File: src/rtl/memarb_pkg.sv
// memarb_pkg: shared arbiter state encoding and camera FIFO entry layout
package memarb_pkg;
  typedef enum logic {S_CPU = 1'b0, S_BURST = 1'b1} arb_state_t;
  typedef struct packed {
    logic [31:0] addr;
    logic [31:0] data;
  } cam_entry_t;
endpackage

File: src/rtl/cam_fifo.sv
// cam_fifo: synchronous FIFO with occupancy count, generic over the entry type
module cam_fifo import memarb_pkg::*; #(
  parameter int  DEPTH = 8,
  parameter type T     = cam_entry_t
) (
  input  logic                     clk,
  input  logic                     rst,
  input  logic                     push,
  input  T                         din,
  input  logic                     pop,
  output T                         head,
  output logic [$clog2(DEPTH):0]   count
);
  localparam int AW = $clog2(DEPTH);
  localparam int CW = AW + 1;
  T mem [DEPTH];
  logic [AW-1:0] wp, rp;
  logic do_push, do_pop;
  assign do_push = push & (count != CW'(DEPTH));
  assign do_pop  = pop & (count != '0);
  assign head    = mem[rp];
  // pointers and occupancy; reset drops every queued entry
  always_ff @(posedge clk) begin
    if (rst) begin
      wp    <= '0;
      rp    <= '0;
      count <= '0;
    end else begin
      wp    <= wp + AW'(do_push);
      rp    <= rp + AW'(do_pop);
      count <= count + CW'(do_push) - CW'(do_pop);
    end
  end
  // entry storage, not reset
  always_ff @(posedge clk) begin
    if (do_push) mem[wp] <= din;
  end
endmodule

File: src/rtl/mem_arbiter.sv
// mem_arbiter: shares the data RAM between the core and a buffered camera stream (MEMARB_STATS_EN adds stall/write counters)
module mem_arbiter import memarb_pkg::*; #(
  parameter int                 ADDR_W     = 32,
  parameter int                 DATA_W     = 32,
  parameter int                 FIFO_DEPTH = 8,
  parameter int                 CAM_HI     = 6,
  parameter int                 CAM_LO     = 2,
  parameter int                 MAX_BURST  = 4,
  parameter logic [ADDR_W-1:0]  CAM_BASE   = ADDR_W'(32'h0000_4000),
  parameter int                 CAM_WORDS  = 19200
) (
  input  logic              clk,
  input  logic              reset,
  input  logic              cpu_req,
  input  logic              cpu_we,
  input  logic [ADDR_W-1:0] cpu_addr,
  input  logic [DATA_W-1:0] cpu_wdata,
  output logic              cpu_stall,
  output logic              cpu_rvalid,
  output logic [DATA_W-1:0] cpu_rdata,
  input  logic              cam_valid,
  input  logic [DATA_W-1:0] cam_data,
  output logic              cam_ready,
  input  logic              cam_frame_start,
  output logic [ADDR_W-1:0] ram_address,
  output logic [DATA_W-1:0] ram_data,
  output logic              ram_wren,
  input  logic [DATA_W-1:0] ram_q
`ifdef MEMARB_STATS_EN
  ,
  output logic [31:0]       stat_stall_cycles,
  output logic [31:0]       stat_cam_writes
`endif
);
  localparam int CW = $clog2(FIFO_DEPTH) + 1;
  localparam logic [ADDR_W-1:0] CAM_LAST = CAM_BASE + ADDR_W'(CAM_WORDS - 1);
  arb_state_t state, state_n;
  cam_entry_t head, din;
  logic [CW-1:0] count, count_n;
  logic [31:0] bcnt, bnext;
  logic [ADDR_W-1:0] wr_addr, pix_addr;
  logic push, urgent, cam_grant, cpu_grant, in_burst;
  cam_fifo #(.DEPTH(FIFO_DEPTH), .T(cam_entry_t)) u_fifo (
    .clk   (clk),
    .rst   (reset),
    .push  (push),
    .din   (din),
    .pop   (cam_grant),
    .head  (head),
    .count (count)
  );
  assign cam_ready   = count < CW'(FIFO_DEPTH);
  assign push        = cam_valid & cam_ready;
  assign pix_addr    = cam_frame_start ? CAM_BASE : wr_addr;
  assign din         = '{addr: 32'(pix_addr), data: 32'(cam_data)};
  assign urgent      = cpu_req & (count >= CW'(CAM_HI));
  assign cam_grant   = (count != '0) & ((state == S_BURST) | ~cpu_req | urgent);
  assign cpu_grant   = cpu_req & ~cam_grant;
  assign cpu_stall   = cpu_req & ~cpu_grant;
  assign count_n     = count + CW'(push) - CW'(cam_grant);
  // the cycle that enters a burst already counts as one stolen core cycle
  assign bnext       = (state == S_BURST ? bcnt : 32'd0) + 32'(cam_grant & cpu_req);
  assign in_burst    = (state == S_BURST) | urgent;
  assign state_n     = (in_burst & (count_n > CW'(CAM_LO)) & (bnext < 32'(MAX_BURST))) ? S_BURST : S_CPU;
  assign ram_address = cam_grant ? ADDR_W'(head.addr) : cpu_grant ? cpu_addr : '0;
  assign ram_data    = cam_grant ? DATA_W'(head.data) : cpu_grant ? cpu_wdata : '0;
  assign ram_wren    = cam_grant | (cpu_grant & cpu_we);
  assign cpu_rdata   = ram_q;
  // arbitration state, burst length, frame address and read-return flag
  always_ff @(posedge clk) begin
    if (reset) begin
      state      <= S_CPU;
      bcnt       <= '0;
      wr_addr    <= CAM_BASE;
      cpu_rvalid <= 1'b0;
    end else begin
      state      <= state_n;
      bcnt       <= state_n == S_BURST ? bnext : 32'd0;
      wr_addr    <= push ? (pix_addr == CAM_LAST ? CAM_BASE : pix_addr + ADDR_W'(1)) : pix_addr;
      cpu_rvalid <= cpu_grant & ~cpu_we;
    end
  end
`ifdef MEMARB_STATS_EN
  // saturating activity counters
  always_ff @(posedge clk) begin
    if (reset) begin
      stat_stall_cycles <= '0;
      stat_cam_writes   <= '0;
    end else begin
      stat_stall_cycles <= stat_stall_cycles + 32'(cpu_stall & ~&stat_stall_cycles);
      stat_cam_writes   <= stat_cam_writes + 32'(cam_grant & ~&stat_cam_writes);
    end
  end
`endif
endmodule

File: config.mk
export PLATFORM = sky130hd
export DESIGN_NAME = mem_arbiter
export DESIGN_NICKNAME = d
export VERILOG_FILES = /design/src/rtl/memarb_pkg.sv /design/src/rtl/cam_fifo.sv /design/src/rtl/mem_arbiter.sv
export SDC_FILE = /design/constraint.sdc
export NUM_CORES = 1
export LEC_CHECK = 0
export CORE_MARGIN = 10
export CORE_UTILIZATION = 40
export CTS_CLUSTER_DIAMETER = 50
export DETAILED_ROUTE_END_ITERATION = 7
export GPL_TIMING_DRIVEN = 0
export PLACE_DENSITY = 0.59
export SYNTH_ARGS = -nofsm -noshare
export SYNTH_HDL_FRONTEND = slang
export SYNTH_SLANG_ARGS = --single-unit
export TNS_END_PERCENT = 30
File: constraint.sdc
create_clock -name clk -period 10.7 [get_ports clk]
set_input_delay 3.21 -clock clk [delete_from_list [all_inputs] [get_ports clk]]
set_output_delay 3.21 -clock clk [all_outputs]
set_load 0.05 [all_outputs]
==> metrics <==
outcome finished, final reports clean; nets roughly 1900; CP required 7490 ps; most common cell after layout, fill and taps aside edfxtp_1; Synth Flop Type edfxtp_1; WHS 568 ps; # port buffers 201; Initial Util 40.5%; CP Cell Sequence clkdlybuf4s50_1 > nand2_1 > a32o_1 > clkbuf_2 > buf_1 > nand3_1 > o21ai_0 > clkdlybuf4s50_1; fin cells 2532; syn_area_per_cell ~17 µm²; fin crit period between 10000 and 15000 ps; hpwl dp 39800 µm; clock latency on the worst-skew pair 620 ps; first-pass GRT wire length 89000 µm; Fin. Hold Viols 0; Setup WS pre-CTS -187 ps; MaxCap Viol Count 0; Overall Global Routing Usage 16.7%; Synth cell types 61; WP data arrival roughly 7200 ps; Clock Root Buffer clkbuf_16; total CTS buffers 59; remaining global-route overflow 0; Leak 9.40 nW; Iter 0 DRT Violations 1051; design area 29700 µm²; total iterations of the first detailed-routing run 5; Post-CTS Hold Buffers 0; initial antenna violation count 2; largest net degree at the start of global routing 23; overall power between 7 and 8 mW; CP Capture Type output pin; post-cts sizing count 1; flops & latches, synth 588; max_slew headroom 18.1%; total negative slack 0 ps; final setup skew 21.3 ps; cell family with most CP delay buffers and inverters; Critical-path top delay cell clkdlybuf4s50_1; RD Place Congestion 0.854; fill cell total of the finished layout approximately 5000; H-tree depth 2; fin worst setup slack between 200 and 300 ps; f_max 95.7 MHz; sequential share of the synthesized area 70.5%; Post-synth ARST share 0%; clock sinks 588; die area about 70000 µm²; std cell rows 89; RSZ-0062 raised after global routing no; Antenna Nets Post-Route 0; CP bufs+invs 4; fin. max-slew vios 0; most used cell along the critical path clkdlybuf4s50_1; DR vias/cell 5.35; VDD IR max between 100 and 150 µV; final period utilization 97.6%; clk slew on worst S/H paths 70 ps; Die X 265 µm; vias in the first global route between 10000 and 15000; Routed WL per cell ~23 µm; CP max FO 11; Placed Area 27700 µm²; setup bufs post-CTS 0; CTS tree done; number of synthesized flops with an enable pin 512; Synth Warn # 0; fraction of layout cells with a size suffix above 1 between 15 and 20%; largest stage delay on the critical path 930 ps; CP startpoint kind primary input; most frequent cells in the layout 512 x edfxtp_1, 201 x clkdlybuf4s50_1, 128 x mux4_2; Die Height around 260 µm; P&R area growth vs syn 24.0%; placed insts 2421; Hold Path Class flip-flop to flip-flop; Core Region 59100 µm²; CTS max path bufs 3; cell area after synthesis 24000 µm²; Pwr Density 236 nW/µm²; final setup vio count 0; fin util 50.3%; detailed-route via count 13500; Residual DRC 0; Synth Instances 1383; Setup CP Type primary input to output pin; final WL slightly below 60000 µm; Least-Margin Pin Slew 1230 ps; I/O pins 234
==> state kept, by name, summed over array words and instances (netlist names) <==
register and count:
u_fifo.mem 512, bcnt 32, wr_addr 32, u_fifo.count 4
u_fifo.rp 3, u_fifo.wp 3, cpu_rvalid 1, state 1
==> path summary, 6_finish.rpt <==
check                                       to   startpoint  cells past startpoint  slack, ps
worst max-delay path            ram_address[2]      cpu_req                      8        250
worst min-delay path               wr_addr[24]  wr_addr[23]                      3        570
worst max register to register         bcnt[1]        state                     15       5270
worst min register to register     wr_addr[24]  wr_addr[23]                      3        570
==> report_power, final <==
part	switching (mW)	internal (mW)
Clock	0.885	1.22
Sequential	0.0452	2.64
Combinational	1.41	0.814
==> per-layer routing <==
layer	share of wire, %	vias to the layer above	GRT usage [%]
met5	0	-	0
met4	1.7	0	4.32
met3	5.8	65	2.98
met2	50	395	28.4
met1	43	6977	21.8
li1	-	6101	-
==> Yosys cell counts (all sizes together), types with 2 or more instances <==
master | number | share of area, %
nor4 | 17 | 0.56
mux4 | 128 | 12
nand4 | 18 | 0.53
nand2 | 29 | 0.45
and4 | 4 | 0.15
xnor2 | 20 | 0.73
or4 | 2 | 0.063
nor2 | 48 | 0.75
nor3 | 19 | 0.40
a21oi | 12 | 0.25
fa | 2 | 0.17
and3 | 11 | 0.29
a2111oi | 2 | 0.073
nand2b | 10 | 0.26
nand3b | 4 | 0.13
buf | 60 | 1.5
nand3 | 82 | 1.7
mux2 | 2 | 0.094
xor2 | 18 | 0.66
nor2b | 35 | 0.91
clkbuf | 45 | 0.70
o311a | 2 | 0.084
ha | 16 | 0.84
a41oi | 2 | 0.073
or2 | 3 | 0.078
o211ai | 3 | 0.094
or3 | 8 | 0.21
and2 | 3 | 0.078
o21ai | 72 | 1.5
nor3b | 5 | 0.16
a21o | 3 | 0.094
edfxtp | 512 | 64
dfxtp | 76 | 6.3
inv | 22 | 0.34
mux2i | 64 | 2.7
a211oi | 4 | 0.13
o41ai | 2 | 0.073
a311o | 2 | 0.084
==> worst register-to-register path: cells and delay by family (launching register included) <==
kind                     cells  cell delay, ps
adder cells (fa/ha/maj)      2             520
AND/OR/NAND/NOR              6            1740
AO/OA/AOI/OAI                3            1210
buffers and inverters        4            1460
flip-flops                   1             430
==> area by class of cell <==
cell class,instances,area [µm²],area share [%]
clock buffer,72,1600,5.37
inverter,22,82.6,0.278
multi-input combinational,697,6630,22.3
sequential,588,16900,56.8
timing repair buffer,236,2610,8.78
buffer,105,519,1.75
clock inverter,38,422,1.42
tap,773,967,3.25
antenna,1,2.50,0.00842
==> cell families (layout without fill, tap and decap cells) <==
group | count (synthesis) | in the layout | synth area share (%)
flops | 588 | 588 | 70.5
simple gates | 302 | 302 | 6.91
mux | 194 | 194 | 14.8
buf+inv | 127 | 473 | 2.51
compound gates | 115 | 115 | 2.86
xor+xnor | 38 | 38 | 1.39
fa+ha+maj | 18 | 18 | 1.00
other cells | 1 | 31 | 0.0157
Power figures use the tool's default switching activity.
